**config.mk**
```make
export PLATFORM = sky130hd
export DESIGN_NAME = dtt_decoder
export DESIGN_NICKNAME = d
export VERILOG_FILES = /design/src/rtl/dtt_decoder.sv
export SDC_FILE = /design/constraint.sdc
export NUM_CORES = 1
export LEC_CHECK = 0
export ABC_CLOCK_PERIOD_IN_PS = 3650
export CORE_ASPECT_RATIO = 2
export CORE_UTILIZATION = 48
export CTS_CLUSTER_DIAMETER = 120
export DETAILED_ROUTE_END_ITERATION = 8
export PLACE_DENSITY = 0.73
export SETUP_SLACK_MARGIN = 0.5
export SLEW_MARGIN = 10
export SYNTH_ARGS = -nofsm -noshare
export SYNTH_HDL_FRONTEND = slang
export SYNTH_SLANG_ARGS = --single-unit
```
**constraint.sdc**
```tcl
create_clock -name CLK -period 3.65 [get_ports CLK]
set_clock_uncertainty 0.2 [all_clocks]
set_input_delay 0.5475 -clock CLK [delete_from_list [all_inputs] [get_ports CLK]]
set_output_delay 0.5475 -clock CLK [all_outputs]
set_load 0.05 [all_outputs]
```
**src/rtl/dtt_decoder.sv**
```systemverilog
// Time-to-first-spike decoder: opens a window on start, records per channel the cycle count of
// the first spike, and returns the values as one frame over a valid/ready handshake.
module dtt_decoder #(
  parameter int NCH       = 4,
  parameter int DTT_WIDTH = 5
) (
  input  logic                     CLK,
  input  logic                     RES,
  input  logic                     start,
  input  logic [NCH-1:0]           spike_in,
  output logic                     busy,
  output logic                     valid_out,
  input  logic                     ready_in,
  output logic [NCH*DTT_WIDTH-1:0] value_out,
  output logic [NCH-1:0]           fired_out
);

  localparam logic [DTT_WIDTH-1:0] MAXT = '1;

  typedef enum logic [1:0] {IDLE, CAPTURE, DONE} state_t;

  state_t                   state, state_nx;
  logic [DTT_WIDTH-1:0]     cnt;
  logic [NCH-1:0]           mask;
  logic [NCH*DTT_WIDTH-1:0] vals;

  logic [NCH-1:0]           mask_cap;
  logic [NCH*DTT_WIDTH-1:0] vals_cap;
  logic                     exit_cond;
  logic                     load;
  logic                     capture;
  logic                     done_entry;

  // Captures on the exit edge must be folded into the frame, so the
  // merged mask/values are built combinationally and reused below.
  always_comb begin
    mask_cap = mask | spike_in;
    vals_cap = vals;
    for (int i = 0; i < NCH; i++) begin
      if (spike_in[i] && !mask[i]) begin
        vals_cap[i*DTT_WIDTH +: DTT_WIDTH] = cnt;
      end
    end
    exit_cond = (&mask_cap) || (cnt == MAXT);
  end

  always_ff @(posedge CLK) begin
    if (RES) begin
      state <= IDLE;
    end else begin
      state <= state_nx;
    end
  end

  always_comb begin
    state_nx   = state;
    busy       = 1'b0;
    valid_out  = 1'b0;
    load       = 1'b0;
    capture    = 1'b0;
    done_entry = 1'b0;
    case (state)
      IDLE: begin
        if (start) begin
          state_nx = CAPTURE;
          load     = 1'b1;
        end
      end
      CAPTURE: begin
        busy = 1'b1;
        // Restart wins over exit; spikes on the restart edge are dropped.
        if (start) begin
          load = 1'b1;
        end else begin
          capture = 1'b1;
          if (exit_cond) begin
            state_nx   = DONE;
            done_entry = 1'b1;
          end
        end
      end
      DONE: begin
        valid_out = 1'b1;
        if (ready_in) begin
          if (start) begin
            state_nx = CAPTURE;
            load     = 1'b1;
          end else begin
            state_nx = IDLE;
          end
        end
      end
      default: state_nx = IDLE;
    endcase
  end

  always_ff @(posedge CLK) begin
    if (RES) begin
      cnt       <= '0;
      mask      <= '0;
      vals      <= '0;
      value_out <= '0;
      fired_out <= '0;
    end else if (load) begin
      cnt  <= DTT_WIDTH'(1);
      mask <= '0;
      vals <= '0;
    end else if (capture) begin
      mask <= mask_cap;
      vals <= vals_cap;
      if (done_entry) begin
        value_out <= vals_cap;
        fired_out <= mask_cap;
      end else begin
        cnt <= cnt + DTT_WIDTH'(1);
      end
    end
  end

endmodule

```
==> flow_summary.json, run 1 <==
{
  "status": "complete, no violations",
  "max_cap_viol_count": 0,
  "yosysSeqAreaShare_pct": 45.9,
  "drt_first_pass_iters": 4,
  "die_h_um": 102,
  "port_buffers": 33,
  "initial_utilization_pct": 49.8,
  "p_sw_share_pct": 24.6,
  "synth-main-ff-cell": "dfxtp_1",
  "antenna_found_initial": 0,
  "multi_input_area_um2": 1160,
  "routed_wl_mm": 5.07,
  "cp-start-kind": "register",
  "setup.worst_path.class": "reg2reg",
  "cts_sinks": 55,
  "post_drt_wl_per_cell_um": 14.5,
  "slew_headroom_pct": 39.3,
  "fillers": 436,
  "async_reset_ff_share_pct": 0,
  "rrSetupSlack_ns": 1.09,
  "maxSlewViolCount": 0,
  "crit_fanout": 16,
  "rsz0062_at_grt": "no",
  "p_clk_share_pct": 33.3,
  "combPwrFrac_pct": 10.0,
  "synth-seq-cells": 55,
  "fin_crit_sh_pct": 70.1,
  "synth_nets": 278,
  "endpoint_kind": "register",
  "clockBufferDepth": 2,
  "p_int_w": 0.000820,
  "clock-root-buffer": "clkbuf_8",
  "globalplace.congestion": 0.737,
  "power_leakage_nw": 0.941,
  "seqCellArea_um2": 1100,
  "yosys.cell_types.count": 32,
  "clk_pin_slew_worst_paths_ns": 0.09,
  "first_iter_violations": 40,
  "drive_gt1_share_pct": 7.51,
  "area_delta_synth_final_pct": 18.4,
  "syn_inst": 268,
  "ir_worst_vdd_uv": 301,
  "p_per_area_nw_per_um2": 382,
  "hpwl_mm": 3.44,
  "yosysTopAreaCellShare_pct": 45.9,
  "grt_max_degree": 36,
  "worst_pin_slew_ns": 0.908,
  "die-area_um2": 5310,
  "clkLatencyLatePin_ns": 0.31,
  "vias": 1974,
  "die_w_um": 52.0,
  "cts_setup_buffers": 0,
  "power_w": 0.00109,
  "antenna_cells": 0,
  "yosys.area.top_type": "dfxtp_1",
  "cts_hold_buf": 0,
  "cts_resized": 0,
  "coreArea_um2": 4820,
  "p_seq_share_pct": 56.7,
  "rows": 36,
  "crit_arrival_ns": 2.55,
  "ant_nets": 0,
  "ios": 34,
  "grt_pass1_wl_mm": 8.60,
  "drc": 0,
  "hold_class": "reg2reg",
  "setup_tns_ns": 0,
  "grt_usage_pct": 21.5,
  "h-tree-depth": 2,
  "max_freq_ghz": 0.391,
  "post-synth-top-count-cell": "dfxtp_1",
  "grt_pass1_vias": 1801,
  "setup_violations": 0,
  "cts_buffers": 5,
  "yosysWarningCount": 0,
  "avgSynthCellArea_um2": 8.96,
  "avgViaCountPerCell": 5.64,
  "netlist_area_um2": 2400,
  "overflow": 0,
  "synthTopCellsByCount": "55 x dfxtp_1, 52 x a21oi_1, 25 x a211oi_1, 25 x nand2_1, 22 x mux2i_1",
  "critical_path_required_ns": 3.64,
  "netSwitchingPower_w": 0.000267,
  "finalHoldViolations": 0,
  "period_minus_slack_ns": 2.56,
  "synth_area_leaders": "dfxtp_1 46%, a21oi_1 11%, mux2i_1 9.2%",
  "synth_edf_count": 0,
  "cts_tree": "built",
  "fin_nets": 302
}
==> sequential cells by signal, summed over array words and instances (netlist names) <==
signal,cells
fired_out,4
vals,20
state,2
mask,4
value_out,20
cnt,5
==> logic make-up after synthesis <==
group | count (synthesis) | synth area share, %
and+or+nand+nor | 75 | 15.2
DFF | 55 | 45.9
AOI/OAI and AO/OA | 86 | 22.7
muxes | 22 | 9.17
buffers and inverters | 28 | 5.99
adders and majority gates | 2 | 1.04
==> path summary, 6_finish.rpt <==
| path | start | endpoint | depth (start not counted) |
|---|---|---|---|
| worst max-delay path | cnt[0]$_SDFFE_PP0P_ | value_out[3]$_SDFFE_PP0P_ | 8 |
| worst min-delay path | vals[12]$_SDFFE_PP0P_ | vals[12]$_SDFFE_PP0P_ | 2 |
| worst max register to register | cnt[0]$_SDFFE_PP0P_ | value_out[3]$_SDFFE_PP0P_ | 8 |
| worst min register to register | vals[12]$_SDFFE_PP0P_ | vals[12]$_SDFFE_PP0P_ | 2 |
==> cells in the final DEF, fill, tap and decap left out, types with 2 or more instances in the layout <==
| cell type | instances |
|---|---|
| dfxtp_1 | 55 |
| a21oi_1 | 52 |
| clkdlybuf4s50_1 | 33 |
| a211oi_1 | 25 |
| nand2_1 | 25 |
| mux2i_1 | 22 |
| nand3_1 | 21 |
| nor2_1 | 11 |
| buf_4 | 9 |
| nor2b_1 | 7 |
| clkbuf_8 | 7 |
| inv_1 | 3 |
| nand2b_1 | 2 |
| nand4_1 | 2 |
| o21ai_0 | 2 |
| ha_1 | 2 |
==> layout make-up <==
type / count / area share (%)
flip-flops and latches: 55 / 38.7
inverters: 3 / 0.396
well taps: 57 / 2.51
clock buffers: 8 / 3.52
multi-input cells: 185 / 40.9
repair buffers: 42 / 14.0
==> metrics by stage <==
| step | util (%) | hold slack, ns | instances | instance area (um^2) | setup slack, ns |
|---|---|---|---|---|---|
| global route | 59.0 | 0.277 | 350 | 2840 | 0.880 |
| detailed placement | 56.9 | 0.246 | 342 | 2740 | 0.994 |
| floorplan | - | 0.236 | 268 | 2400 | 1.71 |
| finish | 59.0 | 0.257 | 350 | 2840 | 1.09 |
| global placement | 56.9 | 0.241 | 342 | 2740 | 1.01 |
| CTS | 59.0 | 0.259 | 350 | 2840 | 1.10 |
==> power by group through the flow <==
stage	Clock (W)	Combinational, W	Sequential [W]
floorplan	0	0.0000699	0.000634
global placement	0	0.000107	0.000630
detailed placement	0	0.000108	0.000630
CTS	0.000372	0.000109	0.000616
global route	0.000393	0.000117	0.000618
finish	0.000362	0.000109	0.000616
==> worst max-delay path, stage by stage (launching register included) <==
cell      delay (ns)
dfxtp_1         0.64
ha_1            0.25
and3_1          0.16
ha_1            0.13
inv_1           0.09
o21ai_2         0.07
and2_0          0.47
buf_4           0.31
a211oi_1        0.10
==> per-layer routing <==
layer  share of wire, %  wire length [um]  GRT usage, %  up-vias
met3                3.3               167          4.46       11
met4                2.2               110          8.94        0
li1                   -                 -             -     1009
met1                 43              2170          26.1      917
met5                  0                 0             0        -
met2                 52              2620          36.0       37
(Power assumes the default switching activity.)
==> inputs of run 2 (changes only) <==
--- a/config.mk
+++ b/config.mk
@@ -5,12 +5,12 @@
 export SDC_FILE = /design/constraint.sdc
 export NUM_CORES = 1
 export LEC_CHECK = 0
-export ABC_CLOCK_PERIOD_IN_PS = 3650
+export ABC_CLOCK_PERIOD_IN_PS = 2300
 export CORE_ASPECT_RATIO = 2
 export CORE_UTILIZATION = 48
 export CTS_CLUSTER_DIAMETER = 120
 export DETAILED_ROUTE_END_ITERATION = 8
-export PLACE_DENSITY = 0.73
+export PLACE_DENSITY = 0.75
 export SETUP_SLACK_MARGIN = 0.5
 export SLEW_MARGIN = 10
 export SYNTH_ARGS = -nofsm -noshare
==> constraint.sdc (replaced) <==
create_clock -name CLK -period 2.3 [get_ports CLK]
set_clock_uncertainty 0.2 [all_clocks]
set_input_delay 0.345 -clock CLK [delete_from_list [all_inputs] [get_ports CLK]]
set_output_delay 0.345 -clock CLK [all_outputs]
set_load 0.05 [all_outputs]
==> flow_summary.json, run 2 (same netlist as run 1, synthesis figures left out) <==
{
  "status": "complete, no violations",
  "finalHoldViolations": 0,
  "netSwitchingPower_w": 0.000449,
  "worstPathCellList": "clkdlybuf4s50_1 > nor3b_4 > buf_4 > o211ai_4 > or4_1 > o21ai_1",
  "clk_pin_slew_worst_paths_ns": 0.10,
  "coreArea_um2": 4820,
  "worst_slack_ns": 0.471,
  "top_regs": "vals: 20 flops, value_out: 20 flops, cnt: 5 flops",
  "fillers": 376,
  "grt_pass1_vias": 2084,
  "place_ws_ns": 0.136,
  "overflow": 0,
  "fin_crit_sh_pct": 79.5,
  "antenna_found_initial": 0,
  "antenna_cells": 0,
  "port_buffers": 33,
  "slew_headroom_pct": 66.4,
  "clockBufferDepth": 2,
  "rsz0062_at_grt": "yes",
  "die_h_um": 102,
  "p_clk_share_pct": 32.7,
  "cp-start-kind": "input pin",
  "rows": 36,
  "initial_utilization_pct": 49.8,
  "area_delta_synth_final_pct": 35.0,
  "max_cap_viol_count": 0,
  "critical_path_required_ns": 2.34,
  "period_minus_slack_ns": 1.83,
  "grt_max_degree": 28,
  "cts_tree": "built",
  "endpoint_kind": "register",
  "h-tree-depth": 2,
  "setup_tns_ns": 0,
  "routed_wl_mm": 6.01,
  "drt_first_pass_iters": 4,
  "drc": 0,
  "power_leakage_nw": 1.22,
  "worst_pin_slew_ns": 0.506,
  "cts_buffers": 5,
  "crit_arrival_ns": 1.87,
  "hold_class": "in2reg",
  "final_common_cell": "dfxtp_1",
  "maxSlewViolCount": 0,
  "grt_pass1_wl_mm": 9.72,
  "crit_family": "simple AND/OR/NAND/NOR gates",
  "cts_sinks": 55,
  "combPwrFrac_pct": 12.5,
  "critPathBufInv": 2,
  "crit_fanout": 4,
  "first_iter_violations": 25,
  "p_int_w": 0.00132,
  "p_per_area_nw_per_um2": 547,
  "die_w_um": 52.0,
  "vias": 2156,
  "avgViaCountPerCell": 5.78,
  "drive_gt1_share_pct": 25.3,
  "setup.worst_path.class": "in2reg",
  "max_stage_delay_ns": 0.46,
  "p_sw_share_pct": 25.3,
  "ir_worst_vdd_uv": 522,
  "critical_path.slowest_cell": "clkdlybuf4s50_1",
  "ant_nets": 0,
  "grt_usage_pct": 24.6,
  "die-area_um2": 5310,
  "fin_nets": 325,
  "clkLatencyLatePin_ns": 0.31,
  "setup_violations": 0,
  "globalplace.congestion": 0.830,
  "max_freq_ghz": 0.547,
  "clock-root-buffer": "clkbuf_8",
  "ios": 34,
  "p_seq_share_pct": 54.8,
  "post_drt_wl_per_cell_um": 16.1,
  "layout_common_cells": "52 x dfxtp_1, 51 x a21oi_1, 25 x nand2_1, 24 x buf_4, 23 x dlygate4sd2_1",
  "hpwl_mm": 3.89
}
-- run 2: changes by cell type in the layout (fill, tap and decap cells not counted), sizes merged --
| cell | previous run | this run |
|---|---|---|
| buf | 9 | 33 |
| clkbuf | 8 | 9 |
| clkdlybuf4s15 | 0 | 1 |
| clkdlybuf4s50 | 33 | 6 |
| dlygate4sd2 | 0 | 23 |
| dlymetal6s2s | 0 | 1 |
-- run 2: worst paths after layout --
| kind | start | slack (ns) | end | cells after the start |
|---|---|---|---|---|
| max | start | 0.47 | cnt[3]$_SDFFE_PP0P_ | 6 |
| min | spike_in[1] | 0.24 | mask[1]$_SDFFE_PP0P_ | 3 |
| max reg2reg | cnt[0]$_SDFFE_PP0P_ | 0.49 | cnt[3]$_SDFFE_PP0P_ | 8 |
| min reg2reg | vals[8]$_SDFFE_PP0P_ | 0.26 | vals[8]$_SDFFE_PP0P_ | 2 |
-- run 2: final cells by class --
| type | count | area, um^2 | area share, % |
|---|---|---|---|
| inverters | 3 | 13.8 | 0.425 |
| clock buffers | 8 | 100 | 3.09 |
| flip-flops and latches | 55 | 1100 | 34.1 |
| multi-input cells | 185 | 1330 | 41.0 |
| repair buffers | 65 | 622 | 19.2 |
| well taps | 57 | 71.3 | 2.20 |
-- run 2: what timing repair did --
action | 4_1_cts | 5_1_grt
gates resized for setup | 38 | 10
endpoints found under the setup margin | 46 | 41
buffers inserted | 5 | 2
gates cloned | 1 | 0
hold buffers | 0 | 0
pin swaps | 4 | 6
-- run 2: routing by layer --
layer  vias up  wire, um  global-route usage [%]
met1      1044      2450                    29.2
met2        51      3230                    42.6
met3         8       228                    3.72
met5         -         0                       0
li1       1053         -                       -
met4         0        99                    10.4
-- run 2: through the flow --
| step | instances | power (W) | hold WS [ns] | cell area (um^2) | util [%] |
|---|---|---|---|---|---|
| 2_1_floorplan | 268 | 0.00113 | 0.236 | 2530 | - |
| 6_report | 373 | 0.00177 | 0.244 | 3240 | 67.3 |
| 4_1_cts | 371 | 0.00177 | 0.260 | 3200 | 66.5 |
| 5_1_grt | 373 | 0.00184 | 0.278 | 3240 | 67.3 |
| 3_5_place_dp | 357 | 0.00120 | 0.247 | 3000 | 62.2 |
| 3_3_place_gp | 357 | 0.00120 | 0.240 | 3000 | 62.2 |
-- run 2: worst register-to-register path, cell delays in order, from the launching register on --
cell and delay (ns):
dfxtp_2 0.35, ha_4 0.16, and3_4 0.15, ha_4 0.16, inv_4 0.07, buf_12 0.10, o211ai_4 0.07, or4_1 0.39
o21ai_1 0.10
-- run 2: power groups by stage --
stage | sequential (W) | combinational (W) | clock [W]
2_1_floorplan | 0.00101 | 0.000119 | 0
3_3_place_gp | 0.000991 | 0.000206 | 0
3_5_place_dp | 0.000992 | 0.000208 | 0
4_1_cts | 0.000971 | 0.000212 | 0.000590
5_1_grt | 0.000973 | 0.000235 | 0.000631
6_report | 0.000971 | 0.000221 | 0.000580
==> inputs of run 3 (changes only) <==
--- a/config.mk
+++ b/config.mk
@@ -5,12 +5,12 @@
 export SDC_FILE = /design/constraint.sdc
 export NUM_CORES = 1
 export LEC_CHECK = 0
-export ABC_CLOCK_PERIOD_IN_PS = 2300
+export ABC_CLOCK_PERIOD_IN_PS = 1900
 export CORE_ASPECT_RATIO = 2
 export CORE_UTILIZATION = 48
 export CTS_CLUSTER_DIAMETER = 120
 export DETAILED_ROUTE_END_ITERATION = 8
-export PLACE_DENSITY = 0.75
+export PLACE_DENSITY = 0.73
 export SETUP_SLACK_MARGIN = 0.5
 export SLEW_MARGIN = 10
 export SYNTH_ARGS = -nofsm -noshare
==> constraint.sdc (replaced) <==
create_clock -name CLK -period 1.9 [get_ports CLK]
set_clock_uncertainty 0.2 [all_clocks]
set_input_delay 0.285 -clock CLK [delete_from_list [all_inputs] [get_ports CLK]]
set_output_delay 0.285 -clock CLK [all_outputs]
set_load 0.05 [all_outputs]
==> flow_summary.json, run 3 (same netlist as run 1, synthesis figures left out) <==
{
  "status": "complete, no violations",
  "hold_class": "reg2reg",
  "power_leakage_nw": 1.37,
  "rsz0062_at_grt": "yes",
  "area_delta_synth_final_pct": 51.5,
  "finalHoldViolations": 0,
  "cts_sinks": 55,
  "critical_path_required_ns": 1.95,
  "avgViaCountPerCell": 5.84,
  "layout_common_cells": "55 x buf_4, 50 x dfxtp_1, 46 x a21oi_1, 24 x a211oi_2, 22 x mux2i_1",
  "ios": 34,
  "first_iter_violations": 46,
  "post_drt_wl_per_cell_um": 17.5,
  "worst_pin_slew_ns": 0.465,
  "top_regs": "vals: 20 flops, value_out: 20 flops, cnt: 5 flops",
  "max_cap_viol_count": 0,
  "grt_max_degree": 28,
  "die_w_um": 52.0,
  "clkLatencyLatePin_ns": 0.31,
  "hold_end": "vals[8]$_SDFFE_PP0P_",
  "slew_headroom_pct": 69.0,
  "port_buffers": 33,
  "cts_hold_buf": 0,
  "clockBufferDepth": 2,
  "coreArea_um2": 4820,
  "final_common_cell": "buf_4",
  "p_per_area_nw_per_um2": 603,
  "fin_util_pct": 75.5,
  "max_freq_ghz": 0.545,
  "antenna_found_initial": 0,
  "h-tree-depth": 2,
  "period_minus_slack_ns": 1.83,
  "setup.worst_path.class": "reg2reg",
  "vias": 2323,
  "die-area_um2": 5310,
  "setup_violations": 0,
  "maxSlewViolCount": 0,
  "fin_nets": 350,
  "antenna_cells": 0,
  "endpoint_kind": "register",
  "crit_arrival_ns": 1.88,
  "grt_usage_pct": 25.5,
  "place_ws_ns": -0.188,
  "clock-root-buffer": "clkbuf_8",
  "clk_pin_slew_worst_paths_ns": 0.10,
  "cp-start-kind": "register",
  "rrSetupSlack_ns": 0.07,
  "rows": 36,
  "worst_slack_ns": 0.0654,
  "power_w": 0.00219,
  "rr_endpoint": "cnt[2]$_SDFFE_PP0P_",
  "fin_crit_sh_pct": 96.6,
  "crit_fanout": 3,
  "globalplace.congestion": 0.768,
  "die_h_um": 102,
  "whs_path_depth": 2,
  "drive_gt1_share_pct": 44.9,
  "overflow": 0,
  "routed_wl_mm": 6.98,
  "grt_pass1_vias": 2112,
  "ant_nets": 0,
  "hpwl_mm": 3.99,
  "grt_pass1_wl_mm": 10.2,
  "cts_tree": "built",
  "drc": 0,
  "r2r_cells": 8,
  "ir_worst_vdd_uv": 694,
  "drt_first_pass_iters": 4,
  "initial_utilization_pct": 49.8,
  "cts_buffers": 5,
  "worstHoldStart": "vals[8]$_SDFFE_PP0P_",
  "r2r_start": "cnt[0]$_SDFFE_PP0P_"
}
[run 3: worst max-delay path by stage]
stage	startpoint	endpoint	slack, ns	cells past startpoint
finish	cnt[0]$_SDFFE_PP0P_	cnt[2]$_SDFFE_PP0P_	0.07	8
global route	cnt[1]$_SDFFE_PP0P_	cnt[2]$_SDFFE_PP0P_	0.03	8
CTS	cnt[1]$_SDFFE_PP0P_	cnt[3]$_SDFFE_PP0P_	0.07	7
detailed placement	start	fired_out[0]$_SDFFE_PP0P_	-0.19	6
global placement	start	fired_out[3]$_SDFFE_PP0P_	-0.15	6
floorplan	cnt[2]$_SDFFE_PP0P_	value_out[0]$_SDFFE_PP0P_	0.15	9
[run 3: metal layers]
layer / GRT usage (%) / wire length (um) / vias to the layer above
li1: - / - / 1096
met1: 30.9 / 2870 / 1130
met2: 45.1 / 3660 / 74
met3: 3.13 / 230 / 23
met4: 8.52 / 225 / 0
met5: 0 / 0 / -
[run 3: timing repair]
item	in CTS	in global routing
endpoints found under the setup margin	57	58
gates resized for setup	44	25
pin swaps	16	16
setup buffers	16	5
cloned	1	2
endpoints found under the hold margin	0	0
[run 3: worst max-delay path, stage by stage, from the launching register on]
cell	delay, ns
dfxtp_2	0.35
ha_4	0.15
and3_4	0.15
ha_4	0.16
inv_4	0.07
o211ai_4	0.09
buf_6	0.14
or3_4	0.33
a21oi_2	0.13
[run 3: area by class of cell]
class	count	area [um^2]
flip-flops and latches	55	1110
clock buffers	6	72.6
repair buffers	90	910
well taps	57	71.3
clock inverters	2	12.5
fillers	321	1180
multi-input cells	185	1450
inverters	3	13.8
[run 3: power by group]
part	total [W]	leakage, nW	switching [W]	internal [W]
clock	0.000648	0.0412	0.000389	0.000259
sequential	0.00117	0.446	0.0000101	0.00116
combinational	0.000371	0.881	0.000200	0.000170
[run 3: through the flow]
step | setup TNS [ns] | cells | cell area [um^2] | hold WS (ns)
2_1_floorplan | 0 | 268 | 2580 | 0.226
3_3_place_gp | -5.29 | 366 | 3070 | 0.241
3_5_place_dp | -6.26 | 366 | 3070 | 0.247
4_1_cts | 0 | 391 | 3430 | 0.262
5_1_grt | 0 | 398 | 3640 | 0.278
6_report | 0 | 398 | 3640 | 0.262
